<file path="src/rtl/traffic_light_pkg.sv">
// -----------------------------------------------------------------------------
// traffic_light_pkg
// Shared definitions for the multi-approach intersection controller.
//   phase_e      : phase encoding driven on the controller's phase output
//   DEF_*        : default timing / sizing constants used as parameter defaults
// -----------------------------------------------------------------------------
package traffic_light_pkg;

  typedef enum logic [1:0] {
    PH_ALLRED = 2'd0,
    PH_GREEN  = 2'd1,
    PH_YELLOW = 2'd2,
    PH_FLASH  = 2'd3
  } phase_e;

  localparam int DEF_NUM_DIRS = 2;
  localparam int DEF_TICK_DIV = 64;
  localparam int DEF_CNT_W    = 6;
  localparam int DEF_T_GREEN  = 20;
  localparam int DEF_T_YELLOW = 3;
  localparam int DEF_T_ALLRED = 2;

endpackage

</file>
<file path="src/rtl/traffic_light_xing_tick_gen.sv">
// -----------------------------------------------------------------------------
// tl_tick_gen
// Clock prescaler producing a one-cycle timing strobe every TICK_DIV enabled
// clocks. Holding en low freezes the count, so no strobe is lost or repeated.
// Ports:
//   clk  in  system clock
//   rst  in  asynchronous active-high reset
//   en   in  count enable
//   tick out one-cycle strobe, high while count == TICK_DIV-1 and en == 1
// -----------------------------------------------------------------------------
module tl_tick_gen #(
  parameter int TICK_DIV = 64
) (
  input  logic clk,
  input  logic rst,
  input  logic en,
  output logic tick
);

  localparam int PW = (TICK_DIV > 2) ? $clog2(TICK_DIV) : 1;
  localparam logic [PW-1:0] LAST = PW'(TICK_DIV - 1);

  logic [PW-1:0] count;

  // NOTE: state registers use non-blocking assignments so every flop samples
  // the pre-edge values of its inputs regardless of process ordering.
  always_ff @(posedge clk or posedge rst) begin
    if (rst) begin
      count <= '0;
    end else if (en) begin
      count <= (count == LAST) ? '0 : count + PW'(1);
    end
  end

  assign tick = en && (count == LAST);

endmodule

</file>
<file path="src/rtl/traffic_light_xing.sv">
// -----------------------------------------------------------------------------
// traffic_light_xing
// Controller for NUM_DIRS conflicting approaches sharing one intersection.
// One approach owns green at a time; waiting approaches are served round-robin
// with a yellow and an all-red clearance between greens. All timing is counted
// in ticks from tl_tick_gen, so the whole block runs on clk alone.
//
// Optional build macro: NIGHT_FLASH_EN adds a FLASH phase (all yellows blink)
// entered at all-red expiry while night is high. Without it night is ignored.
//
// Ports:
//   clk        in   system clock
//   rst        in   asynchronous active-high reset
//   en         in   global run enable (low freezes prescaler, FSM, counter)
//   demand     in   per-approach request pulse, latched until served
//   night      in   night flash request (NIGHT_FLASH_EN builds only)
//   red        out  per-approach red lamp
//   yellow     out  per-approach yellow lamp
//   green      out  per-approach green lamp
//   active_dir out  approach owning green/yellow (last served during all-red)
//   phase      out  current phase (traffic_light_pkg::phase_e)
//   tick       out  one-cycle timing strobe
// -----------------------------------------------------------------------------
module traffic_light_xing
  import traffic_light_pkg::*;
#(
  parameter int NUM_DIRS = DEF_NUM_DIRS,
  parameter int TICK_DIV = DEF_TICK_DIV,
  parameter int CNT_W    = DEF_CNT_W,
  parameter int T_GREEN  = DEF_T_GREEN,
  parameter int T_YELLOW = DEF_T_YELLOW,
  parameter int T_ALLRED = DEF_T_ALLRED,
  localparam int DIR_W   = (NUM_DIRS > 2) ? $clog2(NUM_DIRS) : 1
) (
  input  logic                clk,
  input  logic                rst,
  input  logic                en,
  input  logic [NUM_DIRS-1:0] demand,
  input  logic                night,
  output logic [NUM_DIRS-1:0] red,
  output logic [NUM_DIRS-1:0] yellow,
  output logic [NUM_DIRS-1:0] green,
  output logic [DIR_W-1:0]    active_dir,
  output phase_e              phase,
  output logic                tick
);

  localparam logic [CNT_W-1:0] LAST_GREEN  = CNT_W'(T_GREEN - 1);
  localparam logic [CNT_W-1:0] LAST_YELLOW = CNT_W'(T_YELLOW - 1);
  localparam logic [CNT_W-1:0] LAST_ALLRED = CNT_W'(T_ALLRED - 1);
  localparam logic [DIR_W-1:0] RESET_DIR   = DIR_W'(NUM_DIRS - 1);

  phase_e                phase_q, phase_d;
  logic [DIR_W-1:0]      dir_q, dir_d;
  logic [CNT_W-1:0]      cnt_q, cnt_d;
  logic [NUM_DIRS-1:0]   dem_q, dem_d;
  logic [NUM_DIRS-1:0]   red_d, yellow_d, green_d;
  logic [NUM_DIRS-1:0]   own_mask, serve_mask, enter_mask;
  logic                  other_dem;
  logic                  green_entry;

`ifdef NIGHT_FLASH_EN
  logic flash_q, flash_d;
`else
  logic night_unused;
  assign night_unused = night;
`endif

  tl_tick_gen #(
    .TICK_DIV (TICK_DIV)
  ) u_tick_gen (
    .clk  (clk),
    .rst  (rst),
    .en   (en),
    .tick (tick)
  );

  // First approach after cur (wrapping, cur itself last) with a latched
  // request; with no requests anywhere, simply the next approach.
  function automatic logic [DIR_W-1:0] rr_next(input logic [DIR_W-1:0]    cur,
                                               input logic [NUM_DIRS-1:0] req);
    int   idx;
    logic found;
    rr_next = DIR_W'((int'(cur) + 1) % NUM_DIRS);
    found   = 1'b0;
    for (int k = 1; k <= NUM_DIRS; k++) begin
      idx = (int'(cur) + k) % NUM_DIRS;
      if (!found && req[idx[DIR_W-1:0]]) begin
        rr_next = idx[DIR_W-1:0];
        found   = 1'b1;
      end
    end
  endfunction

  assign own_mask  = NUM_DIRS'(1) << dir_q;
  assign other_dem = |(dem_q & ~own_mask);

  // ---------------------------------------------------------------------------
  // Phase FSM: next state. Everything advances only on tick, which is already
  // gated by en inside the prescaler.
  // ---------------------------------------------------------------------------
  always_comb begin : fsm_next
    // NOTE: every variable gets a default before any branch so no path leaves
    // it unassigned, which would otherwise infer a latch.
    phase_d = phase_q;
    dir_d   = dir_q;
    cnt_d   = cnt_q;
`ifdef NIGHT_FLASH_EN
    flash_d = flash_q;
`endif
    if (tick) begin
      case (phase_q)
        PH_ALLRED: begin
          if (cnt_q == LAST_ALLRED) begin
            cnt_d = '0;
`ifdef NIGHT_FLASH_EN
            if (night) begin
              phase_d = PH_FLASH;
              flash_d = 1'b1;
            end else
`endif
            begin
              phase_d = PH_GREEN;
              dir_d   = rr_next(dir_q, dem_q);
            end
          end else begin
            cnt_d = cnt_q + CNT_W'(1);
          end
        end
        PH_GREEN: begin
          // Minimum green reached: the counter parks at its last value and
          // the phase rests until some other approach is waiting.
          if (cnt_q == LAST_GREEN) begin
            if (other_dem) begin
              phase_d = PH_YELLOW;
              cnt_d   = '0;
            end
          end else begin
            cnt_d = cnt_q + CNT_W'(1);
          end
        end
        PH_YELLOW: begin
          if (cnt_q == LAST_YELLOW) begin
            phase_d = PH_ALLRED;
            cnt_d   = '0;
          end else begin
            cnt_d = cnt_q + CNT_W'(1);
          end
        end
        default: begin
`ifdef NIGHT_FLASH_EN
          if (!night) begin
            phase_d = PH_ALLRED;
            cnt_d   = '0;
          end else begin
            flash_d = ~flash_q;
          end
`else
          phase_d = PH_ALLRED;
          cnt_d   = '0;
`endif
        end
      endcase
    end
  end

  // ---------------------------------------------------------------------------
  // Demand latches: requests from the approach currently being served are
  // dropped, and the latch of an approach entering green is cleared (clearing
  // takes priority over a simultaneous request).
  // ---------------------------------------------------------------------------
  assign green_entry = (phase_d == PH_GREEN) && (phase_q != PH_GREEN);

  always_comb begin : demand_next
    serve_mask = '0;
    enter_mask = '0;
    if (phase_q == PH_GREEN || phase_q == PH_YELLOW) serve_mask = own_mask;
    if (green_entry) enter_mask = NUM_DIRS'(1) << dir_d;
    dem_d = (dem_q | (demand & ~serve_mask)) & ~enter_mask;
  end

  // ---------------------------------------------------------------------------
  // Lamps decoded from the next state and registered alongside it, so lamp
  // changes line up with the phase output on the same edge.
  // ---------------------------------------------------------------------------
  always_comb begin : lamp_next
    red_d    = '1;
    yellow_d = '0;
    green_d  = '0;
    case (phase_d)
      PH_GREEN: begin
        green_d = NUM_DIRS'(1) << dir_d;
        red_d   = ~green_d;
      end
      PH_YELLOW: begin
        yellow_d = NUM_DIRS'(1) << dir_d;
        red_d    = ~yellow_d;
      end
`ifdef NIGHT_FLASH_EN
      PH_FLASH: begin
        red_d    = '0;
        yellow_d = {NUM_DIRS{flash_d}};
      end
`endif
      default: ;
    endcase
  end

  always_ff @(posedge clk or posedge rst) begin
    if (rst) begin
      phase_q <= PH_ALLRED;
      dir_q   <= RESET_DIR;
      cnt_q   <= '0;
      dem_q   <= '0;
      red     <= '1;
      yellow  <= '0;
      green   <= '0;
    end else begin
      phase_q <= phase_d;
      dir_q   <= dir_d;
      cnt_q   <= cnt_d;
      dem_q   <= dem_d;
      red     <= red_d;
      yellow  <= yellow_d;
      green   <= green_d;
    end
  end

`ifdef NIGHT_FLASH_EN
  always_ff @(posedge clk or posedge rst) begin
    if (rst) flash_q <= 1'b0;
    else     flash_q <= flash_d;
  end
`endif

  assign phase      = phase_q;
  assign active_dir = dir_q;

endmodule

</file>
<file path="config.mk">
export PLATFORM = sky130hd
export DESIGN_NAME = traffic_light_xing
export DESIGN_NICKNAME = d
export VERILOG_FILES = /design/src/rtl/traffic_light_pkg.sv /design/src/rtl/traffic_light_xing_tick_gen.sv /design/src/rtl/traffic_light_xing.sv
export SDC_FILE = /design/constraint.sdc
export NUM_CORES = 1
export LEC_CHECK = 0
export ABC_AREA = 1
export CELL_PAD_IN_SITES_DETAIL_PLACEMENT = 0
export CELL_PAD_IN_SITES_GLOBAL_PLACEMENT = 2
export CORE_MARGIN = 3
export CORE_UTILIZATION = 34
export DETAILED_ROUTE_END_ITERATION = 8
export PLACE_DENSITY_LB_ADDON = 0.1
export SETUP_SLACK_MARGIN = 0.2
export SYNTH_ARGS = -nofsm -noshare
export SYNTH_HDL_FRONTEND = slang
export SYNTH_SLANG_ARGS = --single-unit
</file>
<file path="constraint.sdc">
create_clock -name clk -period 3.7 [get_ports clk]
set_input_delay 0.37 -clock clk [delete_from_list [all_inputs] [get_ports clk]]
set_output_delay 0.37 -clock clk [all_outputs]
set_load 0.01 [all_outputs]
</file>
==> results.sh <==
export IMPL_route_vias_total=1200
export IMPL_fin_skew_ns=0.003555
export IMPL_fin_ws_ns=1.300
export IMPL_endpoint_kind="output port"
export IMPL_avgSynthCellArea_um2=7.467
export IMPL_initial_core_util_pct=36.56
export IMPL_crit_type="in -> out"
export IMPL_core_area_um2=3799
export IMPL_hp_class="reg -> reg"
export IMPL_reg2regPathDepth=13
export IMPL_finalCritPeriodShare_pct=64.88
export IMPL_place_hpwl_mm=2.375
export IMPL_fin_crit_ns=2.400
export IMPL_finalHoldViolCount=0
export IMPL_dp_slack_ns=1.157
export IMPL_hold_buffers=0
export IMPL_grtUsageTotal_pct=13.35
export IMPL_drc=0
export IMPL_synth_flop_cell="dfrtp_1"
export IMPL_grt_met2_usage_pct=22.56
export IMPL_clockRootBuffer="clkbuf_8"
export IMPL_synth_top_area_share_pct=36.04
export IMPL_place_gp_congestion=0.7618
export IMPL_grt_max_degree=24
export IMPL_die_area_um2=4887
export IMPL_timing_rr_end="dem_q[1]"
export IMPL_yosysUniqueCellTypes=21
export IMPL_slew_viol_final=0
export IMPL_clk_latency_ns=0.26
export IMPL_cts_max_path_buffers=2
export IMPL_cp_startpoint="en"
export IMPL_grt_pass1_vias=1236
export IMPL_synth_cells=186
export IMPL_r2r_slack_ns=1.55
export IMPL_required_ns=3.33
export IMPL_die_width_um=69.91
export IMPL_pin_count=16
export IMPL_ys_seq_area_share_pct=41.71
export IMPL_clock_fmax_ghz=0.4166
export IMPL_worst_path_max_fanout=9
export IMPL_synth_edf_count=0
export IMPL_setup_violations_final=0
export IMPL_vias_per_cell=4.800
export IMPL_drtIter0Drc=71
export IMPL_std_cell_rows=22
export IMPL_synth_async_reset_ratio_pct=100.0
export IMPL_status="finished clean"
export IMPL_yosys_area_top_type="dfrtp_1"
export IMPL_critPathArrivalTime_ns=2.03
export IMPL_dr_pass1_iters=4
export IMPL_drv_cap=0
export IMPL_tritoncts="yes"
export IMPL_finalSetupTns_ns=0
export IMPL_cp_start_kind="primary input"
export IMPL_n_antenna_cell=0
export IMPL_die_h_um=69.91
export IMPL_leakage_uw=0.0008209
export IMPL_grt_ovfl_total=0
export IMPL_r2r_start="u_tick_gen.count[0]"
export IMPL_grt_busiest_layer="met2"
export IMPL_cts_setup_buffers=0
export IMPL_ctsResizeCount=0
export IMPL_crit_path_end="tick"
export IMPL_antenna_found_initial=0
export IMPL_power_density_nw_per_um2=509.8
export IMPL_port_buffers=14
export IMPL_grt_pass1_wl_mm=5.347
export IMPL_relSlewSlack_pct=40.17
export IMPL_ant_nets=0
export IMPL_nets=219
export IMPL_synth_area_top_cells="dfrtp_1, nand2_1, nand3_1, ha_1, inv_1"
export IMPL_synth_net_count=202
export IMPL_cts_buffers=3
export IMPL_ir_drop_uv=255.3
export IMPL_layout_drive_gt1_share_pct=6.931
export IMPL_cts_clk_slew_worst_paths_ns=0.08
export IMPL_grt_met3_usage_pct=2.014
export IMPL_tightestPinTransition_ns=0.8965
export IMPL_syn_to_final_growth_pct=17.03
export IMPL_yosys_warnings=0
export IMPL_rsz0062_at_grt="no"
export IMPL_ys_ff_latch=23
export IMPL_grtUsageMet1_pct=17.52
export IMPL_cts_htree_levels=1
export IMPL_wl_mm=3.011
export IMPL_cts_num_sinks=23
export IMPL_routedWlPerCell_um=12.04
export IMPL_synth_area_um2=1389
-- synthesized netlist by cell type, types with 3 or more instances --
library cell	instances
inv_2	3
nand3_1	30
inv_1	23
o21ai_0	5
nand2_1	53
dfrtp_1	20
nand4_1	3
a21oi_1	5
ha_1	10
dfstp_2	3
nor2_1	17
-- layout by cell type, fill, tap and decap left out, types with 2 or more instances in the layout --
cell type        count
ha_1                10
clkdlybuf4s50_1     14
dfstp_2              3
clkbuf_8             3
nand4_1              3
xnor2_1              2
inv_2                3
dfrtp_1             20
nand2_1             53
nand2_2              2
inv_1               23
nand3_1             30
nor2_1              17
a21oi_1              5
xor2_1               2
o21ai_0              5
-- area by class of cell --
type	instances	area, µm²
clock buffer	3	41.29
clock inverter	1	5.005
fill	404	2173
inverter	26	97.59
multi-input combinational	135	701.9
sequential	23	579.3
tap	48	60.06
timing repair buffer	14	140.1
-- metal layers --
metal	part of all wire (%)	wire [µm]
met3	2.1	62
met2	48	1440
met1	49	1468
met5	0	0
met4	1.3	40
-- where the power goes --
part | switching, µW | total (µW) | leakage, µW | internal [µW]
Clock | 82.6 | 158 | 0.0000255 | 75.1
Sequential | 44.8 | 354 | 0.000274 | 309
Combinational | 188 | 317 | 0.000521 | 129
Total | 315 | 829 | 0.000821 | 513
-- critical path, stage by stage --
cell and delay, ns:
clkdlybuf4s50_1 0.55, inv_2 0.10, nor3_4 0.39, clkdlybuf4s50_1 0.62
-- cell families after synthesis --
group / share of synthesized area, %
xor+xnor: 2.523
compound gates: 4.595
buf+inv: 7.748
flops: 41.71
fa+ha+maj: 9.009
simple gates: 34.41
-- metrics by stage --
stage	cell area (µm²)	instances	total power (µW)	utilization (%)	hold slack, ns
4_1_cts	1625	250	842.4	42.79	0.5038
6_report	1625	250	828.6	42.79	0.5019
5_1_grt	1625	250	912.9	42.79	0.5410
3_3_place_gp	1579	246	677.1	41.57	0.4814
2_1_floorplan	1389	186	569.0	-	0.3697
3_5_place_dp	1579	246	680.9	41.57	0.4883
-- worst min-delay path by stage --
stage / to / start / cells past startpoint / slack (ns)
finish: u_tick_gen.count[5] / u_tick_gen.count[5] / 1 / 0.50
global route: u_tick_gen.count[5] / u_tick_gen.count[5] / 1 / 0.54
CTS: u_tick_gen.count[5] / u_tick_gen.count[5] / 1 / 0.50
detailed placement: u_tick_gen.count[5] / u_tick_gen.count[5] / 1 / 0.49
global placement: u_tick_gen.count[5] / u_tick_gen.count[5] / 1 / 0.48
floorplan: cnt_q[0] / rst / 1 / 0.37
-- flip-flops by register name (all words and copies together) (netlist names) --
signal	count
u_tick_gen.count	6
active_dir	1
yellow	2
cnt_q	6
red	2
green	2
dem_q	2
phase	2
Note: power is estimated with default switching activity, not from simulation.
